`src/rtl/move_pkg.sv`:
```
// Shared move-command definitions, also imported by the cube rotation engine.
// A move code is {dir, face}.
package move_pkg;

  localparam int MOVE_W = 4;
  localparam int FACE_W = 3;

  localparam logic [FACE_W-1:0] FACE_U = 3'd0;
  localparam logic [FACE_W-1:0] FACE_D = 3'd1;
  localparam logic [FACE_W-1:0] FACE_L = 3'd2;
  localparam logic [FACE_W-1:0] FACE_R = 3'd3;
  localparam logic [FACE_W-1:0] FACE_F = 3'd4;
  localparam logic [FACE_W-1:0] FACE_B = 3'd5;

  localparam logic DIR_CW  = 1'b0;
  localparam logic DIR_CCW = 1'b1;

  // True when two or more bits are set (clearing the lowest set bit leaves something)
  function automatic logic multi_hot(input logic [7:0] v);
    return (v & (v - 8'd1)) != 8'd0;
  endfunction

endpackage

```
`src/rtl/move_cmd_queue_if.sv`:
```
// Valid/ready move stream from the command queue to the rotation engine.
interface move_cmd_queue_if;
  import move_pkg::*;

  logic              mv_valid;
  logic [MOVE_W-1:0] mv_code;
  logic              mv_ready;

  modport master (output mv_valid, output mv_code, input mv_ready);
  modport slave  (input mv_valid, input mv_code, output mv_ready);

endinterface

```
`src/rtl/move_cmd_queue_sync_fifo.sv`:
```
// Generic synchronous FIFO; head is read straight from storage at the read pointer.
module sync_fifo #(
  parameter  int WIDTH = 4,
  parameter  int DEPTH = 8,
  localparam int PTR_W = $clog2(DEPTH)
) (
  input  logic             clk,
  input  logic             rst_n,
  input  logic             push_i,
  input  logic             pop_i,
  input  logic [WIDTH-1:0] data_i,
  output logic [WIDTH-1:0] data_o,
  output logic [PTR_W:0]   count_o,
  output logic             full_o,
  output logic             empty_o
);

  logic [WIDTH-1:0] mem_q [DEPTH];
  logic [PTR_W-1:0] wr_ptr_q, rd_ptr_q;
  logic [PTR_W:0]   count_q, count_d;
  logic             push_ok, pop_ok;

  assign full_o  = (count_q == (PTR_W+1)'(DEPTH));
  assign empty_o = (count_q == '0);

  // A full FIFO still accepts a push when the head leaves in the same cycle
  assign pop_ok  = pop_i && !empty_o;
  assign push_ok = push_i && (!full_o || pop_ok);

  always_comb begin
    count_d = count_q;
    if (push_ok && !pop_ok) count_d = count_q + 1'b1;
    if (pop_ok && !push_ok) count_d = count_q - 1'b1;
  end

  always_ff @(posedge clk or negedge rst_n) begin
    if (!rst_n) begin
      for (int i = 0; i < DEPTH; i++) mem_q[i] <= '0;
      wr_ptr_q <= '0;
      rd_ptr_q <= '0;
      count_q  <= '0;
    end else begin
      if (push_ok) begin
        mem_q[wr_ptr_q] <= data_i;
        wr_ptr_q        <= wr_ptr_q + 1'b1;
      end
      if (pop_ok) rd_ptr_q <= rd_ptr_q + 1'b1;
      count_q <= count_d;
    end
  end

  assign data_o  = mem_q[rd_ptr_q];
  assign count_o = count_q;

endmodule

```
`src/rtl/move_cmd_queue.sv`:
```
// Turns debounced button levels into one queued move per press, lowest button
// index winning on simultaneous presses, and hands moves out over valid/ready.
module move_cmd_queue
  import move_pkg::*;
#(
  parameter  int NUM_BTN = 5,
  parameter  int DEPTH   = 8,
  localparam int PTR_W   = $clog2(DEPTH)
) (
  input  logic               clk,
  input  logic               rst_n,
  input  logic [NUM_BTN-1:0] btn_lvl,
  input  logic               dir_sw,
  input  logic               clr_ovf,
  move_cmd_queue_if.master   mv_if,
  output logic [PTR_W:0]     count,
  output logic               ovf,
  output logic               coll
);

  logic [NUM_BTN-1:0] prev_lvl_q, rise;
  logic [FACE_W-1:0]  face;
  logic [MOVE_W-1:0]  cmd, head;
  logic               push, pop, full, empty;
  logic               ovf_q, ovf_d, coll_q, coll_d;

  assign rise = btn_lvl & ~prev_lvl_q;

  always_comb begin
    face = '0;
    for (int i = NUM_BTN - 1; i >= 0; i--) begin
      if (rise[i]) face = FACE_W'(i);
    end
  end

  assign cmd  = {dir_sw, face};
  assign push = |rise;
  assign pop  = !empty && mv_if.mv_ready;

  // A new overflow outranks a clear arriving in the same cycle
  always_comb begin
    ovf_d = ovf_q;
    if (clr_ovf) ovf_d = 1'b0;
    if (push && full && !pop) ovf_d = 1'b1;
    coll_d = multi_hot(8'(rise));
  end

  // prev_lvl resets to all ones so a button held through reset yields no move
  always_ff @(posedge clk or negedge rst_n) begin
    if (!rst_n) begin
      prev_lvl_q <= '1;
      ovf_q      <= 1'b0;
      coll_q     <= 1'b0;
    end else begin
      prev_lvl_q <= btn_lvl;
      ovf_q      <= ovf_d;
      coll_q     <= coll_d;
    end
  end

  sync_fifo #(
    .WIDTH (MOVE_W),
    .DEPTH (DEPTH)
  ) u_fifo (
    .clk     (clk),
    .rst_n   (rst_n),
    .push_i  (push),
    .pop_i   (pop),
    .data_i  (cmd),
    .data_o  (head),
    .count_o (count),
    .full_o  (full),
    .empty_o (empty)
  );

  assign mv_if.mv_valid = !empty;
  assign mv_if.mv_code  = head;
  assign ovf            = ovf_q;
  assign coll           = coll_q;

endmodule

```
`src/flat_wrapper.sv`:
```
// flat-port wrapper written by rule: the top's interface ports become plain ports
module move_cmd_queue_flat import move_pkg::*;
#(
  parameter  int NUM_BTN = 5,
  parameter  int DEPTH   = 8,
  localparam int PTR_W   = $clog2(DEPTH)
)
  (clk, rst_n, btn_lvl, dir_sw, clr_ovf, count, ovf, coll, mv_if_mv_valid, mv_if_mv_code, mv_if_mv_ready);
  move_cmd_queue_if mv_if_i ();
  input  logic clk;
  input  logic rst_n;
  input  logic [NUM_BTN-1:0] btn_lvl;
  input  logic dir_sw;
  input  logic clr_ovf;
  output logic [PTR_W:0] count;
  output logic ovf;
  output logic coll;
  output wire logic [$bits(mv_if_i.mv_valid)-1:0] mv_if_mv_valid;
  output wire logic [$bits(mv_if_i.mv_code)-1:0] mv_if_mv_code;
  input wire logic [$bits(mv_if_i.mv_ready)-1:0] mv_if_mv_ready;
  assign mv_if_mv_valid = mv_if_i.mv_valid;
  assign mv_if_mv_code = mv_if_i.mv_code;
  assign mv_if_i.mv_ready = mv_if_mv_ready;
  move_cmd_queue #(.NUM_BTN(NUM_BTN), .DEPTH(DEPTH)) u_core (.clk(clk), .rst_n(rst_n), .btn_lvl(btn_lvl), .dir_sw(dir_sw), .clr_ovf(clr_ovf), .mv_if(mv_if_i), .count(count), .ovf(ovf), .coll(coll));
endmodule
```
`config.mk`:
```
export PLATFORM = sky130hd
export DESIGN_NAME = move_cmd_queue_flat
export DESIGN_NICKNAME = d
export VERILOG_FILES = /design/src/rtl/move_pkg.sv /design/src/rtl/move_cmd_queue_if.sv /design/src/rtl/move_cmd_queue_sync_fifo.sv /design/src/rtl/move_cmd_queue.sv /design/src/flat_wrapper.sv
export SDC_FILE = /design/constraint.sdc
export NUM_CORES = 1
export LEC_CHECK = 0
export CAP_MARGIN = 0
export CORE_UTILIZATION = 57
export DETAILED_ROUTE_END_ITERATION = 7
export PLACE_DENSITY = 0.79
export SLEW_MARGIN = 20
export SYNTH_ARGS = -nofsm -noshare
export SYNTH_HDL_FRONTEND = slang
export SYNTH_SLANG_ARGS = --single-unit
```
`constraint.sdc`:
```
create_clock -name clk -period 3 [get_ports clk]
set_input_delay 0.3 -clock clk [delete_from_list [all_inputs] [get_ports clk]]
set_output_delay 0.3 -clock clk [all_outputs]
set_load 0.02 [all_outputs]
```
Word level (Yosys, flattened, before mapping). Cells that the tools add are included. W data, S select, Z words.

Bits of input ports: 10. RAM bits: 0. Bits in latches: 0. Register bits: 49. Memories: 0. Bits in read-only memories: 0.

Divide/modulo/power cells: 0. Muxes and demuxes: 15. Multiply operators: 0. Reductions and logical operators: 19. Shift operators: 0. Equality and inequality tests: 1. Magnitude comparators: 3. $add $sub $neg: 5. Bitwise operators: 5.

Operators by type and width (count): $bwmux W32 (1); $mux W4 (5); $mux W3 (5); $bmux W4 S3 (1); $demux W4 S3 (1); $and A5 B8 Y8 (1); $ge A4 B4 Y1 const B (2); $logic_and A1 B1 Y1 (8); $not A3 Y4 (2); $reduce_bool A8 Y1 (1); $add A3 B1 Y3 const B (2); $sub A5 B1 Y6 const B (1); $and A5 B5 Y5 (1); $logic_not A1 Y1 (5); $not A5 Y5 (1); $reduce_or A5 Y1 (1); $add A4 B1 Y4 const B (1); $eq A4 B4 Y1 const B (1); $logic_not A4 Y1 (1); $lt A4 B1 Y1 const B (1); $reduce_bool A2 Y1 (2); $sub A4 B1 Y4 const B (1); $mux W1 (2); $logic_or A1 B1 Y1 (1).

Longest topological paths before layout.
Depth after elaboration: 9. Mapped depth: 11. Depth with buffers taken out: 10.

Cells and area by module. From an unflattened synthesis, not the netlist that was laid out.

Cell total of the unflattened synthesis: 181. Area, all modules: 2578.7 µm².

Modules (own cells, without submodules): sync_fifo (area each 2222.1 µm², cells an instance 148, instances 1); move_cmd_queue (area each 356.6 µm², cells an instance 33, instances 1).

Worst setup path before layout. No wires, ideal clock.

Path kind: flip-flop to flip-flop. From: register u_core.u_fifo.count_q[1], in the netlist u_core.u_fifo.count_o[1]. To: register u_core.u_fifo.count_q[2], in the netlist u_core.u_fifo.count_o[2]. Path slack: 0.320 ns. Setup time: 0.134 ns. Data required time: 2.866 ns. Stages on the path, launching flop included: 12. Data arrival time: 2.546 ns. Cell sequence: dfrtp_1 -> or3_1 -> or3b_1 -> buf_6 -> o21ai_2 -> ha_1 -> xor2_1 -> ha_1 -> a21oi_1 -> xor2_1 -> nor2_1 -> xor2_1.

Cells in the longest elaborated chain, start to end: 9. Elaborated cells between the ends (all ways): 17.

RTL lines: start: declaration (RTL line move_cmd_queue_sync_fifo.sv:20) `logic [PTR_W:0] count_q, count_d;`; start signal: assignment (RTL line move_cmd_queue_sync_fifo.sv:48) `count_q <= count_d;`; $logic_not A4 Y1 (RTL line move_cmd_queue_sync_fifo.sv:24) `assign empty_o = (count_q == '0);`; $logic_not A1 Y1 (RTL line move_cmd_queue_sync_fifo.sv:27, move_cmd_queue.sv:38); $logic_and A1 B1 Y1 (RTL line move_cmd_queue.sv:38) `assign pop = !empty && mv_if.mv_ready;`; $logic_and A1 B1 Y1 (RTL line move_cmd_queue_sync_fifo.sv:27) `assign pop_ok = pop_i && !empty_o;`; $logic_or A1 B1 Y1 (RTL line move_cmd_queue_sync_fifo.sv:28) `assign push_ok = push_i && (!full_o || pop_ok);`; $logic_and A1 B1 Y1 (RTL line move_cmd_queue_sync_fifo.sv:28); $logic_not A1 Y1 (RTL line move_cmd_queue_sync_fifo.sv:33) `if (pop_ok && !push_ok) count_d = count_q - 1'b1;`; $logic_and A1 B1 Y1 (RTL line move_cmd_queue_sync_fifo.sv:33); $mux W4 / $reduce_bool A2 Y1 (equally long branches).

Parallel ways exist; a longest one is shown, timed or not. The select of a mux whose other input is x is not followed. A chain may end at the register's enable or synchronous reset.

Worst setup path after layout.
From: register u_core.u_fifo.rd_ptr_q[0]. To: output mv_if_mv_code[1].

Cells in the longest elaborated chain, start to end: 4.

RTL lines: start: declaration (RTL line move_cmd_queue_sync_fifo.sv:19) `logic [PTR_W-1:0] wr_ptr_q, rd_ptr_q;`; start signal: assignment (RTL line move_cmd_queue_sync_fifo.sv:47) `if (pop_ok) rd_ptr_q <= rd_ptr_q + 1'b1;`; $not A3 Y4 (not written as such) (RTL line move_cmd_queue_sync_fifo.sv:52) `assign data_o = mem_q[rd_ptr_q];`; $bmux W4 S3 (RTL line move_cmd_queue_sync_fifo.sv:52); $mux W4 (not written as such) (2 in series) (RTL line move_cmd_queue_sync_fifo.sv:52); end: declaration (RTL line flat_wrapper.sv:19) `output wire logic [$bits(mv_if_i.mv_code)-1:0] mv_if_mv_code;`.

Every way passes these cells. The select of a mux whose other input is x is not followed.

==> key figures <==
Run status
  – Status: finished, final reports clean

Yosys
  – Post-synthesis register bit count: 49
  – Seq/Total Area, Yosys: 50.2%
  – Syn_nets: 183
  – Unique masters post-synth: 41
  – Mapped cell area: 0.00245 mm^2
  – Synth top cells by count: dfrtp_1, mux2_2, mux2_4, mux2_1
  – Count leader, synth: dfrtp_1
  – Mapped Cells: 168
  – Mean Syn Cell Area: 14.6 um^2
  – Post-synth EDFFs: 0
  – Top post-synthesis cells by area: dfrtp_1, mux2_2, mux2_4
  – Area leader, netlist: dfrtp_1
  – Post-synth ARST share: 100%
  – Most common flop cell mapped by yosys: dfrtp_1
  – Ys Warns: 0
  – Top cell type's share of synthesized area: 44.9%

Worst setup path
  – Critical R2R Launch: u_core.u_fifo.count_o[1]
  – CP Class: register to primary output
  – Critical path startpoint: u_core.u_fifo.rd_ptr_q[0]
  – Worst reg2reg endpoint: u_core.u_fifo.count_o[3]
  – Worst Setup End Kind: primary output
  – CP Launch Type: register
  – Required @ worst endpoint: 2700 ps
  – Reg2Reg Depth: 8
  – CP arrival: 2430 ps
  – R2R Setup Slk: 320 ps
  – Crit path max fanout: 10

Global route
  – Met2 usage: 36.6%
  – GR peak layer: met2
  – First-pass GRT wire length: 7290 um
  – Met3 Track Usage GR: 5.91%
  – Number of global-route vias before repair: 1505
  – Initial antenna violation count: 0
  – Total track usage: 22.4%
  – Largest net degree at the start of global routing: 50
  – Overflow after GRT: 0
  – Met1 Use GR: 28.4%

Timing
  – Tightest Pin Transition: 611 ps
  – Normalized max-slew margin: 59.3%
  – Slew Viols, Final: 0
  – Final period utilization: 91.1%
  – Setup TNS: 0 ps
  – Clk_skew: 4.63 ps
  – Max Freq: 366 MHz
  – Final hold viol count: 0
  – Final setup fails: 0
  – Min Tclk post-route: 2730 ps
  – Unrepaired setup endpoints after global routing: false

Placed design
  – Post-DP HPWL: 3170 um
  – Gpl congestion: 0.730
  – Placed instance count: 236
  – # port buffers: 20

Job
  – Number of max-cap violations: 0

Finish
  – Area added between synthesis and finish: 13.9%
  – Fin nets: 208
  – Layout cells sized above 1: 32.0%
  – Final Instance Count excl. Fillers: 244
  – Ant diodes: 0
  – Fillers: 267

Clock network
  – Cts hold-fix bufs: 0
  – Htree depth: 2
  – Number of CTS-inserted buffers: 5
  – Clk Latency, worst-skew pair: 300 ps
  – Register clock-pin slew on the reported worst setup and hold paths: 80 ps
  – Resize count post-CTS: 0
  – CTS tree: built
  – Postcts setup bufs: 0
  – CTS root buf: clkbuf_8
  – CTS max path bufs: 2
  – Clock sink count: 49

Floorplan
  – Rows: 23
  – I/O pin cnt: 21
  – Die height: 67.6 um
  – Die width: 67.6 um
  – Core Area: 0.00406 mm^2
  – Die ar.: 0.00457 mm^2
  – Initial Utilization: 60.5%

Routing
  – DR iter-0 viols: 47
  – Wire length per cell: 18.4 um
  – Drt pass-1 iters: 3
  – Total Wirelength: 4480 um
  – Remaining DRCs: 0
  – DRT antenna net count: 0
  – Via Count: 1458
  – DR vias/cell: 5.98

Power
  – VDD IR-drop max: 0.443 mV
  – Lkg Pwr: 1.21 nW
  – Switching power: 0.966 mW
  – Cell Pwr Density: 1010 mW/mm^2
  – Internal power: 1.87 mW
  – Clock network power share: 13.0%
  – Comb pwr share: 44.4%
  – Reg power frac: 42.6%
  – Sw Share: 34.1%

Hold path
  – Min-Delay Path Class: input pin to asynchronous set/reset pin
## flip-flops by register name, indices dropped and copies added (netlist names)
signal and count:
u_core.coll 1, u_core.ovf 1, u_core.prev_lvl_q 5, u_core.u_fifo.count_o 4, u_core.u_fifo.mem_q 32, u_core.u_fifo.rd_ptr_q 3, u_core.u_fifo.wr_ptr_q 3
## worst max-delay path by stage
stage                     cells past startpoint  slack (ps)                        to
after floorplan                              11         320  u_core.u_fifo.count_o[2]
after global placement                       11         460  u_core.u_fifo.count_o[2]
after detailed placement                      9         260  u_core.u_fifo.count_o[3]
after CTS                                     3         210          mv_if_mv_code[1]
after global routing                          8         100  u_core.u_fifo.count_o[3]
final                                         3         270          mv_if_mv_code[1]
## through the flow
stage / util, % / worst slack [ps] / power (mW) / instance area, um^2 / hold WS, ps
final: 68.9 / 267 / 2.84 / 2800 / 8.21
after global routing: 68.9 / 101 / 3.02 / 2800 / 60.0
after CTS: 68.8 / 212 / 2.87 / 2790 / 228
after detailed placement: 66.8 / 260 / 2.49 / 2710 / 482
after global placement: 66.8 / 463 / 2.42 / 2710 / 468
after floorplan: - / 320 / 2.08 / 2450 / 4.41
## power by group through the flow
stage	Sequential [mW]	Combinational, mW	Clock (mW)
CTS	1.21	1.28	0.381
global route	1.25	1.36	0.408
finish	1.21	1.26	0.367
detailed placement	1.22	1.27	0
floorplan	1.14	0.946	0
global placement	1.20	1.22	0
## cell usage in the layout, fill, tap and decap left out, types with 2 or more instances in the layout
cell,Yosys,routed
dfrtp_1,44,44
dfstp_2,5,5
buf_4,0,5
mux2_2,16,16
clkdlybuf4s50_1,0,19
nor2_1,8,8
mux2_4,12,12
ha_1,5,5
xor2_1,4,4
mux4_2,8,8
nand2_1,4,4
o2111ai_2,2,2
clkbuf_8,0,5
o211ai_2,2,2
xnor2_1,5,5
clkinv_2,0,2
inv_1,2,2
nor2b_1,5,5
mux2_1,11,11
o22ai_1,2,2
nand2b_1,5,5
o2111a_4,3,3
## layer usage
layer | vias to the layer above | wire [um] | share of wire (%)
li1 | 668 | - | -
met1 | 757 | 2080 | 46
met2 | 25 | 2200 | 49
met3 | 8 | 126 | 2.8
met4 | 0 | 77 | 1.7
met5 | - | 0 | 0
## cell families (layout without fill, tap and decap cells)
group,count (synthesis),after routing,synth area share (%)
adder cells (fa/ha/maj),6,6,2.96
multiplexers,47,47,27.1
buffers and inverters,8,34,1.58
XOR/XNOR,9,9,3.21
AO/OA/AOI/OAI,17,17,7.65
AND/OR/NAND/NOR,32,32,7.29
flip-flops,49,49,50.2
## critical path: stages (launching register included)
cell             delay (ps)
dfrtp_1                 720
mux4_2                  590
mux2_2                  280
clkdlybuf4s50_1         540
## cell type report
type | instances | area, um^2 | share of cell area (%)
flip-flops and latches | 49 | 1230 | 44.1
multi-input cells | 111 | 1180 | 42.3
repair buffers | 24 | 228 | 8.15
clock buffers | 6 | 72.6 | 2.60
well taps | 50 | 62.6 | 2.24
clock inverters | 2 | 10.0 | 0.358
inverters | 2 | 7.51 | 0.269
Power figures use the tool's default switching activity.
